## config.mk

```make
export PLATFORM = sky130hd
export DESIGN_NAME = pe_cluster
export DESIGN_NICKNAME = d
export VERILOG_FILES = /design/src/rtl/pe_cluster.sv
export SDC_FILE = /design/constraint.sdc
export NUM_CORES = 2
export LEC_CHECK = 0
export ABC_AREA = 1
export CORE_MARGIN = 2
export CORE_UTILIZATION = 40
export DETAILED_ROUTE_END_ITERATION = 6
export GPL_ROUTABILITY_DRIVEN = 1
export SLEW_MARGIN = 20
export SYNTH_ARGS = -nofsm -noshare
export SYNTH_HDL_FRONTEND = slang
export SYNTH_SLANG_ARGS = --single-unit
```

## constraint.sdc

```tcl
create_clock -name clk -period 16.8 [get_ports clk]
set_clock_uncertainty 0.15 [all_clocks]
set_input_delay 2.52 -clock clk [delete_from_list [all_inputs] [get_ports clk]]
set_output_delay 2.52 -clock clk [all_outputs]
set_load 0.02 [all_outputs]
```

## src/rtl/pe_cluster.sv

```systemverilog
// Row-stationary convolution cluster: K x X_dim MAC array fed from weight and
// activation scratchpads; each accepted start produces one output row.
module pe_cluster #(
    parameter int DATA_WIDTH  = 16,
    parameter int ADDR_WIDTH  = 9,
    parameter int kernel_size = 3,
    parameter int act_size    = 5,
    parameter int X_dim       = 3,
    parameter int Y_dim       = 3
) (
    input  logic                  clk,
    input  logic                  reset,
    input  logic [DATA_WIDTH-1:0] act_in,
    input  logic [DATA_WIDTH-1:0] filt_in,
    input  logic                  load_en_wght,
    input  logic                  load_en_act,
    input  logic                  start,
    output logic [DATA_WIDTH-1:0] pe_out [X_dim-1:0],
    output logic                  compute_done,
    output logic                  load_done
);
    // state     | meaning
    // S_IDLE    | waiting for a start edge (loads allowed)
    // S_COMPUTE | K MAC cycles, one filter column j per cycle
    // S_WRITEBACK | vertical psum reduction into pe_out, advance row

    localparam int KK  = kernel_size * kernel_size;
    localparam int AA  = act_size * act_size;
    localparam int WIW = (KK > 1) ? $clog2(KK) : 1;
    localparam int AIW = (AA > 1) ? $clog2(AA) : 1;

    localparam logic [ADDR_WIDTH-1:0] LP_W_LAST = ADDR_WIDTH'(KK - 1);
    localparam logic [ADDR_WIDTH-1:0] LP_A_LAST = ADDR_WIDTH'(AA - 1);
    localparam logic [ADDR_WIDTH-1:0] LP_J_LAST = ADDR_WIDTH'(kernel_size - 1);
    localparam logic [ADDR_WIDTH-1:0] LP_R_LAST = ADDR_WIDTH'(act_size - kernel_size);

    typedef enum logic [1:0] {
        S_IDLE      = 2'd0,
        S_COMPUTE   = 2'd1,
        S_WRITEBACK = 2'd2
    } state_t;

    state_t r_state;
    state_t w_state_nxt;

    logic [DATA_WIDTH-1:0] r_wght [KK];
    logic [DATA_WIDTH-1:0] r_act  [AA];

    logic                  r_wld_busy;
    logic                  r_ald_busy;
    logic [ADDR_WIDTH-1:0] r_wld_cnt;
    logic [ADDR_WIDTH-1:0] r_ald_cnt;
    logic                  r_wght_ok;
    logic                  r_act_ok;
    logic                  r_load_done;

    logic                  w_wld_start;
    logic                  w_ald_start;
    logic                  w_wght_we;
    logic                  w_act_we;
    logic [ADDR_WIDTH-1:0] w_wght_addr;
    logic [ADDR_WIDTH-1:0] w_act_addr;
    logic                  w_act_fin;

    logic                  r_start_d;
    logic                  w_start_rise;
    logic                  w_accept;
    logic                  w_mac_en;
    logic                  w_wb_en;

    logic [ADDR_WIDTH-1:0] r_j;
    logic [ADDR_WIDTH-1:0] r_row;
    logic [DATA_WIDTH-1:0] r_psum    [Y_dim][X_dim];
    logic [DATA_WIDTH-1:0] w_prod    [Y_dim][X_dim];
    logic [DATA_WIDTH-1:0] w_col_sum [X_dim];
    logic [DATA_WIDTH-1:0] r_pe_out  [X_dim-1:0];
    logic                  r_done;

    // Loaders only start from an idle FSM; an in-flight burst always completes.
    assign w_wld_start  = load_en_wght & ~r_wld_busy & (r_state == S_IDLE);
    assign w_ald_start  = load_en_act  & ~r_ald_busy & (r_state == S_IDLE);
    assign w_wght_we    = ~reset & (w_wld_start | r_wld_busy);
    assign w_act_we     = ~reset & (w_ald_start | r_ald_busy);
    assign w_wght_addr  = r_wld_busy ? r_wld_cnt : '0;
    assign w_act_addr   = r_ald_busy ? r_ald_cnt : '0;
    assign w_act_fin    = (r_ald_busy && (r_ald_cnt == LP_A_LAST)) ||
                          (w_ald_start && (LP_A_LAST == '0));
    assign w_start_rise = start & ~r_start_d;

    always_ff @(posedge clk) begin
        if (w_wght_we) begin
            r_wght[WIW'(w_wght_addr)] <= filt_in;
        end
        if (w_act_we) begin
            r_act[AIW'(w_act_addr)] <= act_in;
        end
    end

    always_ff @(posedge clk) begin
        if (reset) begin
            r_wld_busy <= 1'b0;
            r_wld_cnt  <= '0;
            r_wght_ok  <= 1'b0;
            r_ald_busy <= 1'b0;
            r_ald_cnt  <= '0;
            r_act_ok   <= 1'b0;
        end else begin
            if (r_wld_busy) begin
                if (r_wld_cnt == LP_W_LAST) begin
                    r_wld_busy <= 1'b0;
                    r_wght_ok  <= 1'b1;
                end else begin
                    r_wld_cnt <= r_wld_cnt + 1'b1;
                end
            end else if (w_wld_start) begin
                if (LP_W_LAST == '0) begin
                    r_wght_ok <= 1'b1;
                end else begin
                    r_wld_busy <= 1'b1;
                    r_wld_cnt  <= ADDR_WIDTH'(1);
                end
            end

            if (r_ald_busy) begin
                if (r_ald_cnt == LP_A_LAST) begin
                    r_ald_busy <= 1'b0;
                    r_act_ok   <= 1'b1;
                end else begin
                    r_ald_cnt <= r_ald_cnt + 1'b1;
                end
            end else if (w_ald_start) begin
                if (LP_A_LAST == '0) begin
                    r_act_ok <= 1'b1;
                end else begin
                    r_ald_busy <= 1'b1;
                    r_ald_cnt  <= ADDR_WIDTH'(1);
                end
            end
        end
    end

    always_ff @(posedge clk) begin
        if (reset) begin
            r_state <= S_IDLE;
        end else begin
            r_state <= w_state_nxt;
        end
    end

    always_comb begin
        w_state_nxt = r_state;
        w_accept    = 1'b0;
        w_mac_en    = 1'b0;
        w_wb_en     = 1'b0;
        case (r_state)
            S_IDLE: begin
                if (w_start_rise && r_load_done) begin
                    w_accept    = 1'b1;
                    w_state_nxt = S_COMPUTE;
                end
            end
            S_COMPUTE: begin
                w_mac_en = 1'b1;
                if (r_j == LP_J_LAST) begin
                    w_state_nxt = S_WRITEBACK;
                end
            end
            S_WRITEBACK: begin
                w_wb_en     = 1'b1;
                w_state_nxt = S_IDLE;
            end
            default: begin
                w_state_nxt = S_IDLE;
            end
        endcase
    end

    // r_j and r_row stay in range at all times, so these reads never leave the arrays.
    always_comb begin
        for (int i = 0; i < Y_dim; i++) begin
            for (int c = 0; c < X_dim; c++) begin
                w_prod[i][c] = r_wght[WIW'(i * kernel_size + int'(r_j))] *
                               r_act[AIW'((int'(r_row) + i) * act_size + c + int'(r_j))];
            end
        end
    end

    always_comb begin
        for (int c = 0; c < X_dim; c++) begin
            w_col_sum[c] = '0;
            for (int i = 0; i < Y_dim; i++) begin
                w_col_sum[c] = w_col_sum[c] + r_psum[i][c];
            end
        end
    end

    always_ff @(posedge clk) begin
        if (reset) begin
            r_start_d   <= 1'b0;
            r_load_done <= 1'b0;
            r_done      <= 1'b0;
            r_j         <= '0;
            r_row       <= '0;
            for (int i = 0; i < Y_dim; i++) begin
                for (int c = 0; c < X_dim; c++) begin
                    r_psum[i][c] <= '0;
                end
            end
            for (int c = 0; c < X_dim; c++) begin
                r_pe_out[c] <= '0;
            end
        end else begin
            r_start_d   <= start;
            r_load_done <= r_wght_ok & r_act_ok;
            r_done      <= w_wb_en;

            if (w_accept) begin
                r_j <= '0;
                for (int i = 0; i < Y_dim; i++) begin
                    for (int c = 0; c < X_dim; c++) begin
                        r_psum[i][c] <= '0;
                    end
                end
            end else if (w_mac_en) begin
                r_j <= (r_j == LP_J_LAST) ? '0 : r_j + 1'b1;
                for (int i = 0; i < Y_dim; i++) begin
                    for (int c = 0; c < X_dim; c++) begin
                        r_psum[i][c] <= r_psum[i][c] + w_prod[i][c];
                    end
                end
            end

            if (w_wb_en) begin
                for (int c = 0; c < X_dim; c++) begin
                    r_pe_out[X_dim-1-c] <= w_col_sum[c];
                end
                r_row <= (r_row == LP_R_LAST) ? '0 : r_row + 1'b1;
            end

            // A fresh activation map always restarts at output row 0.
            if (w_act_fin) begin
                r_row <= '0;
            end
        end
    end

    assign pe_out       = r_pe_out;
    assign compute_done = r_done;
    assign load_done    = r_load_done;

endmodule

```

==> reports/metrics.csv <==
metric,value,unit
pwr_density_cell,67.2,nW/um^2
io_pins,87,
nNetsFinal,14700,
vias,91400,
tns,0,ps
die_x,494,um
intPower,4.40,mW
clock-root-buffer,clkbuf_16,
ys.flop_type,edfxtp_1,
drt-initial-drc-count,11700,
die_h,494,um
drive_gt1_share,4.23,%
ir_drop,0.132,mV
cp.required,17190,ps
ys_async_sr_fraction,0,%
hpwl,300000,um
seqPwrFrac,31.4,%
ys_types,63,
drc,12,
failed_checks,DRC,
synthToLayoutAreaGrowth,7.60,%
cts_buffers,101,
synth_area,95900,um^2
final_max_slew_viol_count,0,
dp_worst_setup_slack,5740,ps
cts_hold_repair.buffers,0,
setup_violations,0,
cts_setup_buffers,0,
arrival,11810,ps
die_area,244000,um^2
slew_headroom,13.0,%
wl_per_cell,24.8,um
synth_cells,13400,
worst_slack,5380,ps
grt_first_pass_wirelength,590000,um
reg2reg_depth,36,
path_clk_slew,60,ps
clkPwrFrac,34.7,%
synth_seq_cells,785,
crit_fanout,94,
period_minus_slack,11420,ps
syn-num-nets,14900,
cts_sinks,785,
netSwitchingFraction,36.4,%
coreArea,238000,um^2
grtUsageTotal,33.2,%
maxCapViolCount,0,
synth.avg_cell_area,7.13,um^2
critical-path-slowest-cell,fa_4,
gp_congestion,1.08,
ant_nets,0,
cts-resized-gates,0,
overflow,0,
synth_edf_count,688,
final_hold_viol_count,0,
critPathLaunchType,register,
rows,179,
htreeDepth,3,
min_path_type,register to register,
clk_path_buf_depth,3,
grt_max_degree,180,
critPathKind,register to register,
grt_setup_unrepaired,no,
ys_seq_area_share,23.6,%
leakagePower,50.5,nW
fin_crit_sh,68.0,%
whs_path_depth,2,
cts_tree,done,
combPwrFrac,33.9,%
io_buffers,86,
drt_pre_antenna_iters,7,
tightest_slew,1290,ps
slowest_delay,950,ps
antenna_found_initial,15,
clkLatencyLatePin,820,ps
crit_path_end_kind,register,
detail_route.vias_per_cell,5.56,
start_util,40.3,%
grt_pass1_vias,85600,
fmax,87.6,MHz
synth-warning-count,0,
crit_path_frequent_cell,nand2_1,
switching_power,2.53,mW
wl,408000,um
outcome,finished with violations,
==> layer usage <==
layer  global-route usage [%]  wire [um]  vias up
met1                     43.5     160000    43300
met3                     10.1      52400     1160
met2                     46.9     163000     5308
li1                         -          -    41700
met4                     22.1      33100       12
met5                        0         80        -
==> registers in the layout, summed over array words and instances, names as in the netlist, named ones only <==
| signal | count |
|---|---|
| r_start_d | 1 |
| r_wld_busy | 1 |
| r_wld_cnt | 9 |
| compute_done | 1 |
| r_j | 9 |
| load_done | 1 |
| r_ald_cnt | 9 |
| r_psum | 144 |
| r_row | 9 |
| r_act | 400 |
| pe_out | 48 |
| r_ald_busy | 1 |
| r_wght_ok | 1 |
| r_act_ok | 1 |
| r_state | 2 |
| r_wght | 144 |
==> cell type report <==
class | instances | area [um^2]
antenna | 6 | 15.0
clock buffer | 132 | 2820
clock inverter | 57 | 758
fill | 24600 | 135000
inverter | 2278 | 8580
multi-input combinational | 9758 | 62200
sequential | 785 | 22600
tap | 3167 | 3960
timing repair buffer | 271 | 2240
==> metrics by stage <==
stage | instances | instance area [um^2] | utilization [%] | total power, mW | hold slack [ps]
final | 16500 | 103000 | 43.3 | 6.93 | 294
after global placement | 16300 | 99600 | 41.8 | 4.51 | 281
after detailed placement | 16300 | 99600 | 41.8 | 4.53 | 292
after floorplan | 13400 | 95900 | - | 3.91 | 265
after CTS | 16400 | 103000 | 43.3 | 6.94 | 297
after global routing | 16400 | 103000 | 43.3 | 7.39 | 325
==> path summary, 6_finish.rpt <==
kind / slack (ps) / endpoint / startpoint
worst max-delay path: 5380 / r_psum[0][79] / r_j[0]
worst min-delay path: 290 / load_done / r_wght_ok
worst max register to register: 5380 / r_psum[0][79] / r_j[0]
worst min register to register: 290 / load_done / r_wght_ok
==> critical path: cells and delay by family, from the launching register on <==
family,cells,cell delay (ps)
adders and majority gates,9,4400
buffers and inverters,9,2640
xor gates and xnor gates,1,170
and+or+nand+nor,9,1500
DFF,1,930
AOI/OAI and AO/OA,8,1200
==> cell usage in the layout, fill, tap and decap left out, types with 7 or more instances in the layout <==
master and instances:
nand2_1 4088, inv_1 2215, nand3_1 1401, nor2_1 920
fa_1 899, edfxtp_1 688, o21ai_0 624, ha_1 554
a21oi_1 502, buf_4 184, o21ai_1 149, clkbuf_16 104
dfxtp_1 95, clkdlybuf4s50_1 81, o211ai_1 78, xor2_1 70
xnor2_1 60, nand4_1 46, nor3_1 44, nand2_2 43
inv_2 40, or2_2 27, clkinv_1 25, nand3b_1 25
nor2_4 24, o21ai_2 23, o21bai_1 23, and2_1 22
clkinv_2 18, clkbuf_1 17, a31oi_1 13, bufinv_16 13
o221ai_1 12, clkbuf_8 11, o21a_1 10, a22o_1 8
inv_6 7, a32o_1 7, nor2_2 7, o31ai_1 7
==> synthesized netlist by cell type (34+ instances only) <==
cell type	count	area share, %
buf_4	46	0.36
o211ai_1	78	0.61
nand3_1	1401	7.3
ha_1	555	7.2
nand2_1	4099	16
nor2_1	945	3.7
a21oi_1	502	2.6
xor2_1	72	0.66
edfxtp_1	688	22
nor3_1	44	0.23
nand4_1	46	0.30
inv_2	34	0.13
clkbuf_1	264	1.0
buf_2	208	1.1
xnor2_1	65	0.59
buf_1	84	0.33
o21ai_1	152	0.79
o21ai_0	636	3.3
fa_1	906	19
inv_1	2227	8.7
dfxtp_1	97	2.0
==> power by group through the flow <==
stage | Sequential [mW] | Combinational (mW) | Clock, mW
2_1_floorplan | 2.19 | 1.72 | 0
3_3_place_gp | 2.21 | 2.29 | 0
3_5_place_dp | 2.21 | 2.31 | 0
6_report | 2.17 | 2.35 | 2.40
5_1_grt | 2.17 | 2.71 | 2.51
4_1_cts | 2.17 | 2.33 | 2.43
==> kinds of logic after synthesis <==
family / share of synthesized area [%]
and+or+nand+nor: 28.6
AOI/OAI and AO/OA: 8.29
xor gates and xnor gates: 1.38
buffers and inverters: 12.0
adders and majority gates: 26.2
DFF: 23.6
No activity file was read; power rests on OpenSTA's default activity.
